## src/rtl/sisc_fetch_if.sv

```systemverilog
// Control/instruction-memory bundle between the SISC ctrl FSM, the fetch unit and instruction memory.
// The fetch unit takes the slave modport; ctrl plus memory (or a testbench) take the master modport.
interface sisc_fetch_if #(
  parameter int AW = 16,
  parameter int IW = 32
);
  logic          ir_load;
  logic          pc_sel;
  logic          br_sel;
  logic          imem_req;
  logic [AW-1:0] imem_addr;
  logic          imem_ack;
  logic [IW-1:0] imem_rdata;
  logic [3:0]    opcode;
  logic [3:0]    mm;
  logic [3:0]    rd;
  logic [3:0]    rs;
  logic [3:0]    rt;
  logic [15:0]   imm;
  logic [AW-1:0] pc;
  logic          ir_valid;
  logic          busy;
  logic          fetch_err;

  modport master (
    output ir_load, pc_sel, br_sel, imem_ack, imem_rdata,
    input  imem_req, imem_addr, opcode, mm, rd, rs, rt, imm, pc, ir_valid, busy, fetch_err
  );

  modport slave (
    input  ir_load, pc_sel, br_sel, imem_ack, imem_rdata,
    output imem_req, imem_addr, opcode, mm, rd, rs, rt, imm, pc, ir_valid, busy, fetch_err
  );
endinterface

```

## src/rtl/sisc_fetch.sv

```systemverilog
// SISC fetch unit: owns PC and IR, fetches over a req/ack handshake, decodes IR fields for ctrl.
// Optional macro FETCH_TIMEOUT_EN adds a TIMEOUT-cycle ack watchdog with a sticky fetch_err flag.
module sisc_fetch #(
  parameter int AW      = 16,
  parameter int IW      = 32,
  parameter int TIMEOUT = 15
) (
  input  logic     clk,
  input  logic     rst_f,
  sisc_fetch_if.slave bus
);
  typedef enum logic {IDLE, REQ} state_t;

  state_t        state_q, state_d;
  logic [AW-1:0] pc_q, pc_d;
  logic [AW-1:0] addr_q, addr_d;
  logic [AW-1:0] pend_tgt_q, pend_tgt_d;
  logic          pend_q, pend_d;
  logic [IW-1:0] ir_q, ir_d;
  logic          valid_q, valid_d;
  logic [AW-1:0] target;
  logic          timeout;

  // Branch target always uses the imm of the IR currently held and the current PC.
  assign target = bus.br_sel ? (pc_q + AW'(signed'(ir_q[15:0])))
                             : AW'(ir_q[15:0]);

`ifdef FETCH_TIMEOUT_EN
  logic [3:0] cnt_q, cnt_d;
  logic       err_q, err_d;

  assign timeout = (state_q == REQ) && !bus.imem_ack && (cnt_q == 4'(TIMEOUT - 1));
  assign cnt_d   = (state_q == REQ) ? cnt_q + 4'd1 : 4'd0;
  assign err_d   = err_q | timeout;

  always_ff @(posedge clk or negedge rst_f) begin
    if (!rst_f) begin
      cnt_q <= '0;
      err_q <= 1'b0;
    end else begin
      cnt_q <= cnt_d;
      err_q <= err_d;
    end
  end

  assign bus.fetch_err = err_q;
`else
  assign timeout       = 1'b0;
  assign bus.fetch_err = 1'b0;
`endif

  always_comb begin
    state_d    = state_q;
    pc_d       = pc_q;
    addr_d     = addr_q;
    pend_d     = pend_q;
    pend_tgt_d = pend_tgt_q;
    ir_d       = ir_q;
    valid_d    = 1'b0;
    unique case (state_q)
      IDLE: begin
        if (bus.pc_sel) pc_d = target;
        if (bus.ir_load) begin
          state_d = REQ;
          addr_d  = bus.pc_sel ? target : pc_q;
          pend_d  = 1'b0;
        end
      end
      REQ: begin
        if (bus.pc_sel) begin
          pend_d     = 1'b1;
          pend_tgt_d = target;
        end
        if (bus.imem_ack) begin
          state_d = IDLE;
          ir_d    = bus.imem_rdata;
          valid_d = 1'b1;
          pend_d  = 1'b0;
          // A branch strobe arriving with the ack still wins over the sequential PC.
          if (bus.pc_sel)  pc_d = target;
          else if (pend_q) pc_d = pend_tgt_q;
          else             pc_d = addr_q + AW'(1);
        end else if (timeout) begin
          state_d = IDLE;
          ir_d    = '0;
          valid_d = 1'b1;
          pend_d  = 1'b0;
        end
      end
      default: state_d = IDLE;
    endcase
  end

  always_ff @(posedge clk or negedge rst_f) begin
    if (!rst_f) begin
      state_q    <= IDLE;
      pc_q       <= '0;
      addr_q     <= '0;
      pend_q     <= 1'b0;
      pend_tgt_q <= '0;
      ir_q       <= '0;
      valid_q    <= 1'b0;
    end else begin
      state_q    <= state_d;
      pc_q       <= pc_d;
      addr_q     <= addr_d;
      pend_q     <= pend_d;
      pend_tgt_q <= pend_tgt_d;
      ir_q       <= ir_d;
      valid_q    <= valid_d;
    end
  end

  assign bus.imem_req  = (state_q == REQ);
  assign bus.busy      = (state_q == REQ);
  assign bus.imem_addr = addr_q;
  assign bus.pc        = pc_q;
  assign bus.ir_valid  = valid_q;
  assign bus.opcode    = ir_q[31:28];
  assign bus.mm        = ir_q[27:24];
  assign bus.rd        = ir_q[23:20];
  assign bus.rs        = ir_q[19:16];
  assign bus.rt        = ir_q[15:12];
  assign bus.imm       = ir_q[15:0];
endmodule

```

## src/flat_wrapper.sv

```systemverilog
// flat-port wrapper written by rule: the top's interface ports become plain ports
module sisc_fetch_flat 
#(
  parameter int AW      = 16,
  parameter int IW      = 32,
  parameter int TIMEOUT = 15
)
  (clk, rst_f, bus_ir_load, bus_pc_sel, bus_br_sel, bus_imem_ack, bus_imem_rdata, bus_imem_req, bus_imem_addr, bus_opcode, bus_mm, bus_rd, bus_rs, bus_rt, bus_imm, bus_pc, bus_ir_valid, bus_busy, bus_fetch_err);
  sisc_fetch_if #(.AW(AW), .IW(IW)) bus_i ();
  input  logic clk;
  input  logic rst_f;
  input wire logic [$bits(bus_i.ir_load)-1:0] bus_ir_load;
  input wire logic [$bits(bus_i.pc_sel)-1:0] bus_pc_sel;
  input wire logic [$bits(bus_i.br_sel)-1:0] bus_br_sel;
  input wire logic [$bits(bus_i.imem_ack)-1:0] bus_imem_ack;
  input wire logic [$bits(bus_i.imem_rdata)-1:0] bus_imem_rdata;
  output wire logic [$bits(bus_i.imem_req)-1:0] bus_imem_req;
  output wire logic [$bits(bus_i.imem_addr)-1:0] bus_imem_addr;
  output wire logic [$bits(bus_i.opcode)-1:0] bus_opcode;
  output wire logic [$bits(bus_i.mm)-1:0] bus_mm;
  output wire logic [$bits(bus_i.rd)-1:0] bus_rd;
  output wire logic [$bits(bus_i.rs)-1:0] bus_rs;
  output wire logic [$bits(bus_i.rt)-1:0] bus_rt;
  output wire logic [$bits(bus_i.imm)-1:0] bus_imm;
  output wire logic [$bits(bus_i.pc)-1:0] bus_pc;
  output wire logic [$bits(bus_i.ir_valid)-1:0] bus_ir_valid;
  output wire logic [$bits(bus_i.busy)-1:0] bus_busy;
  output wire logic [$bits(bus_i.fetch_err)-1:0] bus_fetch_err;
  assign bus_i.ir_load = bus_ir_load;
  assign bus_i.pc_sel = bus_pc_sel;
  assign bus_i.br_sel = bus_br_sel;
  assign bus_i.imem_ack = bus_imem_ack;
  assign bus_i.imem_rdata = bus_imem_rdata;
  assign bus_imem_req = bus_i.imem_req;
  assign bus_imem_addr = bus_i.imem_addr;
  assign bus_opcode = bus_i.opcode;
  assign bus_mm = bus_i.mm;
  assign bus_rd = bus_i.rd;
  assign bus_rs = bus_i.rs;
  assign bus_rt = bus_i.rt;
  assign bus_imm = bus_i.imm;
  assign bus_pc = bus_i.pc;
  assign bus_ir_valid = bus_i.ir_valid;
  assign bus_busy = bus_i.busy;
  assign bus_fetch_err = bus_i.fetch_err;
  sisc_fetch #(.AW(AW), .IW(IW), .TIMEOUT(TIMEOUT)) u_core (.clk(clk), .rst_f(rst_f), .bus(bus_i));
endmodule
```

## config.mk

```make
export PLATFORM = sky130hd
export DESIGN_NAME = sisc_fetch_flat
export DESIGN_NICKNAME = d
export VERILOG_FILES = /design/src/rtl/sisc_fetch_if.sv /design/src/rtl/sisc_fetch.sv /design/src/flat_wrapper.sv
export SDC_FILE = /design/constraint.sdc
export NUM_CORES = 1
export LEC_CHECK = 0
export CAP_MARGIN = 20
export CORE_ASPECT_RATIO = 1.2
export CORE_MARGIN = 5
export CORE_UTILIZATION = 46
export DETAILED_ROUTE_END_ITERATION = 12
export PLACE_DENSITY = 0.78
export SLEW_MARGIN = 20
export SYNTH_ARGS = -nofsm -noshare
export SYNTH_HDL_FRONTEND = slang
export SYNTH_SLANG_ARGS = --single-unit
```

## constraint.sdc

```tcl
create_clock -name clk -period 2.5 [get_ports clk]
set_input_delay 0.5 -clock clk [delete_from_list [all_inputs] [get_ports clk]]
set_output_delay 0.5 -clock clk [all_outputs]
set_load 0.02 [all_outputs]
```

==> results of run 1 <==
cell usage in the layout (no fill, tap or decap), drive strengths merged, types with 3 or more instances in the layout:
cell           count
dfrtp             83
nand2b             4
a22o               6
or3                5
xnor2             11
nor4               6
a31oi             11
o22ai              5
and3               9
a211oi             7
clkinv             3
nor2b              4
o21a               3
a22oi             11
a21o               7
o211ai             5
o221ai             7
clkbuf             9
nand4              5
nand2            156
a21oi             25
xor2               6
clkinvlp           3
mux2i             10
nand3             11
inv               12
o21ai             51
nor3              11
buf               41
clkdlybuf4s50    107
ha                16
nor2              44
sequential cells by signal, indices dropped and copies added (netlist names):
register and cells:
u_core.bus.pc 16, u_core.pend_q 1, u_core.ir_q 32, u_core.bus.busy 1, u_core.pend_tgt_q 16, u_core.bus.imem_addr 16
u_core.bus.ir_valid 1
Yosys cell counts (2+ instances only):
cell,number,area (sq um)
o2bb2ai_1,2,17.5
mux2_2,2,22.5
a2bb2oi_1,2,17.5
o22ai_1,5,31.3
o211ai_1,5,37.5
a21boi_0,2,15.0
buf_2,2,10.0
a22o_1,6,52.6
o21a_1,3,22.5
a31oi_1,11,68.8
nor2_1,44,165
nand2b_1,4,25.0
xor2_1,6,52.6
o221ai_1,7,61.3
clkinv_1,2,7.51
clkbuf_1,24,90.1
nor2b_1,4,25.0
a21o_1,7,52.6
mux2i_1,10,100
a41oi_1,2,17.5
o31ai_1,2,15.0
nand3_1,11,55.1
buf_1,3,11.3
a211oi_1,6,45.0
nor4_1,6,37.5
and3_1,9,56.3
dfrtp_1,83,2080
inv_1,9,33.8
buf_4,6,45.0
nand4_1,5,31.3
a22oi_1,11,82.6
xnor2_1,11,96.3
nand2_1,156,586
o21ai_0,50,250
a21oi_1,25,125
ha_1,16,200
or3_1,5,31.3
nor3_1,11,55.1
layer usage:
layer	vias to the layer above	global-route usage (%)	wire, um
met2	239	41.1	7540
met1	2349	31.5	6600
met5	-	0	0
li1	2341	-	-
met3	36	5.95	1260
met4	0	10.4	462
power breakdown:
| group | internal, mW | switching (mW) |
|---|---|---|
| clock network | 0.689 | 0.592 |
| logic | 1.87 | 2.29 |
| registers | 1.82 | 0.553 |
per-stage QoR:
| stage | setup TNS, ns | utilization, % | cells | setup slack, ns |
|---|---|---|---|---|
| after CTS | 0 | 62.7 | 851 | 0.0369 |
| after global placement | 0 | 59.8 | 834 | 0.0604 |
| after global routing | -0.553 | 62.8 | 851 | -0.0927 |
| after floorplan | 0 | - | 594 | 0.00302 |
| final | 0 | 62.8 | 851 | 0.0152 |
| after detailed placement | 0 | 59.8 | 834 | 0.0133 |
worst max-delay path, stage by stage (launching register included):
cell      delay (ns)
dfrtp_1         0.44
ha_1            0.32
a211oi_1        0.44
o21a_1          0.32
nor4_1          0.09
or3_1           0.37
a21oi_1         0.21
o21ai_0         0.14
cell families after synthesis:
kind of cell               count (synthesis)  synth area share (%)
other                                      1                0.0763
xor gates and xnor gates                  17                  3.03
adders and majority gates                 17                  4.48
buffers and inverters                     47                  4.25
DFF                                       83                  42.2
muxes                                     12                  2.49
and+or+nand+nor                          259                  22.4
AOI/OAI and AO/OA                        158                  21.0
worst max path at each step:
stage / start / end / cells past startpoint
after floorplan: u_core.bus.pc[0] / u_core.bus.pc[14] / 8
after global placement: u_core.bus.pc[0] / u_core.bus.pc[14] / 8
after detailed placement: u_core.bus.pc[0] / u_core.bus.pc[14] / 8
after CTS: u_core.bus.pc[0] / u_core.bus.pc[14] / 8
after global routing: u_core.ir_q[1] / u_core.bus.pc[5] / 7
final: u_core.ir_q[1] / u_core.bus.imem_addr[13] / 7
layout make-up:
cell class | count | area [sq um]
Clock buffer | 9 | 225
Clock inverter | 7 | 60.1
Fill cell | 862 | 3920
Inverter | 11 | 41.3
Multi-Input combinational cell | 464 | 2650
Sequential cell | 83 | 2080
Tap cell | 129 | 161
Timing Repair Buffer | 148 | 1390
what timing repair did:
action	CTS	global route
endpoints found under the setup margin	1	16
gates resized for setup	1	4
pin swaps	1	0
buffers inserted	1	0
==> impl_metrics.json, run 1 <==
{
  "clkTransAtPathRegs_ns": 0.07,
  "power_mw": 7.82,
  "whs_ns": 0.135,
  "startpoint_type": "register",
  "vias_per_cell": 5.83,
  "worstPathArrival_ns": 2.69,
  "antenna_found_initial": 0,
  "io_buffers": 108,
  "io_pins": 110,
  "dieArea_sq_mm": 0.0129,
  "clock_latency_ns": 0.35,
  "core_area_sq_mm": 0.0105,
  "synth_cells": 594,
  "area_growth_pct": 34.3,
  "ys_seq_elements": 83,
  "synth_edf_count": 0,
  "grt_pass1_vias": 4898,
  "max_slew_margin_pct": 58.0,
  "nNetsFinal": 772,
  "worst_clock_skew_ns": 0.00976,
  "crit_required_ns": 2.70,
  "worst_pin_slew_ns": 0.629,
  "hold_viol_final": 0,
  "cp-end-kind": "register",
  "cts_max_level": 3,
  "cts_tree": "yes",
  "drt_first_pass_iters": 5,
  "leakage_nw": 2.95,
  "reg2reg_from": "u_core.ir_q[1]",
  "peakVddDrop_mv": 0.580,
  "r2r_setup_slack_ns": 0.02,
  "drive_gt1_share_pct": 9.28,
  "ant_nets": 0,
  "gp_congestion": 0.900,
  "drt-total-wl_mm": 15.9,
  "grt_overflow": 0,
  "setup_violations": 0,
  "fin_crit_sh_pct": 99.4,
  "die_w_um": 104,
  "ctsRootBufferMaster": "clkbuf_16",
  "p_per_area_mw_per_mm2": 1180,
  "ys_seq_area_share_pct": 42.2,
  "cts_made_buffers": 9,
  "drc": 0,
  "status": "completed",
  "dpl_cell_area_sq_mm": 0.00629,
  "clkSinkCount": 83,
  "synth_cell_types": 57,
  "cp_max_fo": 5,
  "dp.final_hpwl_mm": 11.9,
  "grt_pass1_wl_mm": 25.6,
  "min_period_ns": 2.48,
  "worstReg2RegEnd": "u_core.bus.imem_addr[13]",
  "die_y_um": 123,
  "reg2reg_depth": 7,
  "synthFlopType": "dfrtp_1",
  "n_antenna_cell": 0,
  "fmax_mhz": 402,
  "syn-num-nets": 649,
  "vias": 4965,
  "avgSynthCellArea_sq_um": 8.28,
  "synthArstFlopShare_pct": 100,
  "track_usage_pct": 24.9,
  "ys_warn_count": 0,
  "grt_max_degree": 40,
  "finalMaxSlewViolations": 0,
  "drv_cap": 0,
  "drt_iter0_markers": 321,
  "final_cell_area_sq_mm": 0.00660,
  "hold_class": "primary input to asynchronous set/reset pin",
  "num_rows": 41,
  "wl_per_cell_um": 18.6,
  "cts_hold_buf": 0,
  "start_util_pct": 46.7,
  "clock_path_buffers": 2,
  "synth_area_sq_mm": 0.00492,
  "critPathKind": "register to register",
  "rsz0062_at_grt": "yes"
}
Note: power is estimated with default switching activity, not from simulation.
==> run 2: changes to the inputs <==
CORE_MARGIN = 10   (was 5)
SLEW_MARGIN = not set   (was 20)
==> run 2 against run 1 <==
  * Via count is 1.9% higher
  * Wire length grew 5.0%
  * Power up 0.84%
  * Critical path depth up 1
  * First-iteration DRC count is 45% higher
  * Register-to-register slack improved by 0.03 ns
  * Hold slack better by 0.027 ns
  * Final cell count increased by 0.59%
  * Global-route usage fell by 3.2 points
  * Clock power increased by 4%
  * Largest cell class unchanged
  * Largest power group unchanged
==> impl_metrics.json, run 2 (synthesized netlist as in run 1, its figures left out) <==
{
  "clkSinkCount": 83,
  "layout_common_cells": "nand2_1, clkdlybuf4s50_1, dfrtp_1",
  "p_per_area_mw_per_mm2": 1190,
  "start_util_pct": 47.0,
  "nFillCells": 892,
  "wl_per_cell_um": 19.4,
  "critPathMaxStageDelay_ns": 0.38,
  "finalNonFillerCells": 856,
  "reg2reg_from": "u_core.bus.pc[0]",
  "final_cell_area_sq_mm": 0.00665,
  "dieArea_sq_mm": 0.0152,
  "nNetsFinal": 777,
  "hold_class": "primary input to asynchronous set/reset pin",
  "io_buffers": 108,
  "cts_tree": "yes",
  "area_growth_pct": 35.3,
  "finalMaxSlewViolations": 0,
  "ant_nets": 0,
  "startpoint": "u_core.bus.pc[0]",
  "antenna_found_initial": 0,
  "drt_first_pass_iters": 5,
  "whs_ns": 0.162,
  "gp_congestion": 0.913,
  "dp.final_hpwl_mm": 12.8,
  "vias": 5057,
  "crit_slowest_cell": "dfrtp_1",
  "largest_reg_flops": 32,
  "reg2reg_depth": 8,
  "setup_ws_ns": 0.0446,
  "peakVddDrop_mv": 0.569,
  "drt-total-wl_mm": 16.6,
  "fmax_mhz": 407,
  "dpl.cell_count": 837,
  "leakage_nw": 2.98,
  "grt_pass1_wl_mm": 27.0,
  "finalSetupTns_ns": 0,
  "crit_chain": "ha_2 > fa_2 > a211oi_2 > o21ai_2 > and3_4 > o21a_1 > o31a_1 > a221oi_2",
  "critPathKind": "register to register",
  "status": "completed",
  "ctsRootBufferMaster": "clkbuf_16",
  "setup_violations": 0,
  "drv_cap": 0,
  "track_usage_pct": 21.7,
  "largest_register": "u_core.ir_q",
  "drc": 0,
  "die_w_um": 114,
  "worst_clock_skew_ns": 0.00751,
  "final_common_cell": "nand2_1",
  "hold_viol_final": 0,
  "max_slew_margin_pct": 59.9,
  "drt_iter0_markers": 467,
  "post-route-util_pct": 63.5,
  "io_pins": 110,
  "dpl_cell_area_sq_mm": 0.00632,
  "clkTransAtPathRegs_ns": 0.06,
  "die_y_um": 133,
  "cp_max_fo": 4,
  "power_mw": 7.89,
  "vias_per_cell": 5.91,
  "fin_crit_sh_pct": 98.2,
  "startpoint_type": "register",
  "min_period_ns": 2.46,
  "core_area_sq_mm": 0.0105,
  "clock_path_buffers": 2,
  "grt_pass1_vias": 5091,
  "cts_made_buffers": 9,
  "crit_required_ns": 2.75,
  "clock_latency_ns": 0.35,
  "cp-end-kind": "register",
  "num_rows": 41,
  "drive_gt1_share_pct": 10.2,
  "dpl_worst_slack_ns": -0.0478,
  "cts_max_level": 3,
  "grt_overflow": 0,
  "worstPathArrival_ns": 2.70,
  "worst_pin_slew_ns": 0.601,
  "n_antenna_cell": 0,
  "grt_max_degree": 46
}
[run 2: cell types whose count changed in the layout (fill, tap and decap cells not counted), sizes merged]
cell,before,now
clkinv,3,5
inv,12,10
buf,41,46
clkinvlp,3,1
bufinv,0,1
clkbuf,9,10
[run 2: cell type report]
class	instances	area, sq um	area share [%]
Multi-Input combinational cell	464	2650	39.8
Sequential cell	83	2080	31.2
Clock buffer	10	229	3.44
Clock inverter	6	65.1	0.978
Tap cell	129	161	2.43
Inverter	11	41.3	0.621
Timing Repair Buffer	153	1430	21.5
[run 2: critical path, delay by kind of cell, from the launching register on]
family	cells	cell delay [ns]
AOI/OAI and AO/OA	5	1.21
adders and majority gates	2	0.57
DFF	1	0.38
and+or+nand+nor	1	0.20
[run 2: final timing paths]
path	to	slack [ns]
worst max-delay path	u_core.bus.pc[14]	0.04
worst min-delay path	u_core.ir_q[31]	0.16
worst max register to register	u_core.bus.pc[14]	0.04
worst min register to register	u_core.ir_q[17]	0.47
max in group asynchronous	u_core.bus.pc[10]	1.70
min in group clk	u_core.ir_q[17]	0.47
[run 2: per-layer routing]
| metal | part of all wire, % | GRT usage, % | routed length (um) | up-vias |
|---|---|---|---|---|
| met5 | 0 | 0 | 0 | - |
| met4 | 3.1 | 9.97 | 513 | 0 |
| met3 | 9.1 | 5.88 | 1520 | 41 |
| met2 | 48 | 35.2 | 8030 | 246 |
| met1 | 40 | 26.0 | 6580 | 2425 |
| li1 | - | - | - | 2345 |
[run 2: repair_timing]
action,4_1_cts,5_1_grt
pin swaps,3,5
gates resized for setup,2,4
buffers inserted,2,1
hold buffers,0,0
setup endpoints to repair,2,8
[run 2: where the power goes]
group | switching (mW) | leakage [nW] | internal [mW] | total (mW)
Combinational | 2.30 | 1.82 | 1.89 | 4.19
Clock | 0.554 | 0.143 | 0.776 | 1.33
Sequential | 0.542 | 1.02 | 1.82 | 2.37
Total | 3.40 | 2.98 | 4.49 | 7.89
==> run 3: changes to the inputs <==
CORE_ASPECT_RATIO = not set   (was 1.2)
GPL_ROUTABILITY_DRIVEN = 0   (was not set)
SETUP_SLACK_MARGIN = 0.5   (was not set)
==> run 3 against run 2 <==
  * Count of clock-buffer cells in the layout did not move
  * Register-to-register slack improved by 0.08 ns
  * First-iteration DRC count rose by 41%
  * Clock power fell by 23%
  * Cell area rose by 6.5%
  * Via count rose by 5.0%
  * Fmax rose by 3.4%
  * Setup slack improved by 0.082 ns
  * Sequential share of layout area fell by 1.6 points
  * Largest power group unchanged
==> impl_metrics.json, run 3 (synthesized netlist as in run 1, its figures left out) <==
{
  "start_util_pct": 47.4,
  "clkSinkCount": 83,
  "worstPathArrival_ns": 2.65,
  "largest_reg_flops": 32,
  "ctsRootBufferMaster": "clkbuf_8",
  "min_period_ns": 2.37,
  "core_area_sq_mm": 0.0104,
  "clock_path_buffers": 2,
  "fmax_mhz": 421,
  "dp.final_hpwl_mm": 12.2,
  "status": "completed",
  "io_pins": 110,
  "finalNonFillerCells": 866,
  "drt_iter0_markers": 660,
  "vias": 5308,
  "dpl.cell_count": 830,
  "worst_clock_skew_ns": 0.0105,
  "ant_nets": 0,
  "antenna_found_initial": 0,
  "cts_max_level": 3,
  "num_rows": 37,
  "drt-total-wl_mm": 18.0,
  "peakVddDrop_mv": 0.512,
  "leakage_nw": 3.28,
  "finalMaxSlewViolations": 0,
  "drive_gt1_share_pct": 20.1,
  "largest_register": "u_core.ir_q",
  "cts_made_buffers": 9,
  "cts_tree": "yes",
  "nNetsFinal": 780,
  "grt_pass1_wl_mm": 27.4,
  "worst_pin_slew_ns": 0.696,
  "io_buffers": 108,
  "die_w_um": 123,
  "clock_latency_ns": 0.37,
  "wl_per_cell_um": 20.8,
  "hold_viol_final": 0,
  "grt_max_degree": 51,
  "max_slew_margin_pct": 53.6,
  "dpl_worst_slack_ns": 0.0616,
  "layout_common_cells": "nand2_1, clkdlybuf4s50_1, dfrtp_1",
  "dieArea_sq_mm": 0.0152,
  "grt_overflow": 0,
  "critPathKind": "register to register",
  "final_cell_area_sq_mm": 0.00708,
  "vias_per_cell": 6.13,
  "startpoint_type": "register",
  "track_usage_pct": 22.8,
  "cp-end-kind": "register",
  "final_common_cell": "nand2_1",
  "drt_first_pass_iters": 6,
  "post-route-util_pct": 68.3,
  "finalSetupTns_ns": 0,
  "drv_cap": 0,
  "n_antenna_cell": 0,
  "fin_crit_sh_pct": 94.9,
  "hold_class": "primary input to asynchronous set/reset pin",
  "dpl_cell_area_sq_mm": 0.00630,
  "cts_hold_buf": 0,
  "cp_max_fo": 3,
  "rsz0062_at_grt": "yes",
  "drc": 0,
  "setup_ws_ns": 0.126,
  "area_growth_pct": 44.1,
  "grt_pass1_vias": 5076,
  "p_per_area_mw_per_mm2": 1190,
  "clkTransAtPathRegs_ns": 0.10,
  "die_y_um": 123,
  "setup_violations": 0,
  "crit_required_ns": 2.78
}
==> run 3: cell types whose count changed in the layout (fill, tap and decap cells not counted), sizes merged <==
cell,delta
buf,+3
clkdlybuf4s50,-36
clkinv,+1
dlygate4sd2,+14
dlymetal6s2s,+22
inv,-1
==> run 3: area by class of cell <==
class,instances,area [sq um]
inverters,11,41.3
flip-flops and latches,83,2100
fillers,795,3290
repair buffers,156,1510
clock inverters,6,65.1
well taps,136,170
clock buffers,10,138
multi-input cells,464,3060
==> run 3: critical path, stage by stage, from the launching register on <==
cell	delay [ns]
dfrtp_2	0.44
ha_4	0.17
fa_2	0.37
a211oi_4	0.25
o21ai_2	0.10
and3_4	0.19
o21a_1	0.18
o31a_1	0.30
a221oi_2	0.27
==> run 3: metrics by stage <==
stage,hold WS (ns),total power [mW]
finish,0.164,8.41
global route,0.196,8.85
CTS,0.175,8.02
detailed placement,0.463,6.41
global placement,0.458,6.29
floorplan,0.204,4.74
==> run 3: final timing paths <==
path / cells after the start / startpoint / end / slack (ns)
setup / recovery: 8 / u_core.ir_q[0] / u_core.bus.pc[14] / 0.13
hold / removal: 1 / rst_f / u_core.ir_q[2] / 0.16
setup reg to reg: 8 / u_core.ir_q[0] / u_core.bus.pc[14] / 0.13
hold reg to reg: 2 / u_core.ir_q[18] / u_core.ir_q[18] / 0.48
max in group asynchronous: 2 / rst_f / u_core.bus.pc[7] / 1.69
min in group clk: 2 / u_core.ir_q[18] / u_core.ir_q[18] / 0.48
==> run 3: layer usage <==
metal / vias up / track usage, % / part of all wire [%] / wire length (um)
li1: 2358 / - / - / -
met1: 2540 / 29.5 / 39 / 6970
met2: 347 / 35.5 / 47 / 8390
met3: 63 / 6.75 / 12 / 2070
met4: 0 / 8.30 / 3.1 / 549
met5: - / 0 / 0 / 0
==> run 3: repair_timing <==
action	CTS	global route
pin swaps	33	20
setup buffers	19	1
hold endpoints to repair	0	0
endpoints found under the setup margin	53	69
resized for setup	80	53
==> run 3: power breakdown <==
part           total, mW  switching [mW]  internal (mW)
combinational       4.91            2.65           2.26
sequential          2.49           0.649           1.84
clock               1.02           0.526          0.489
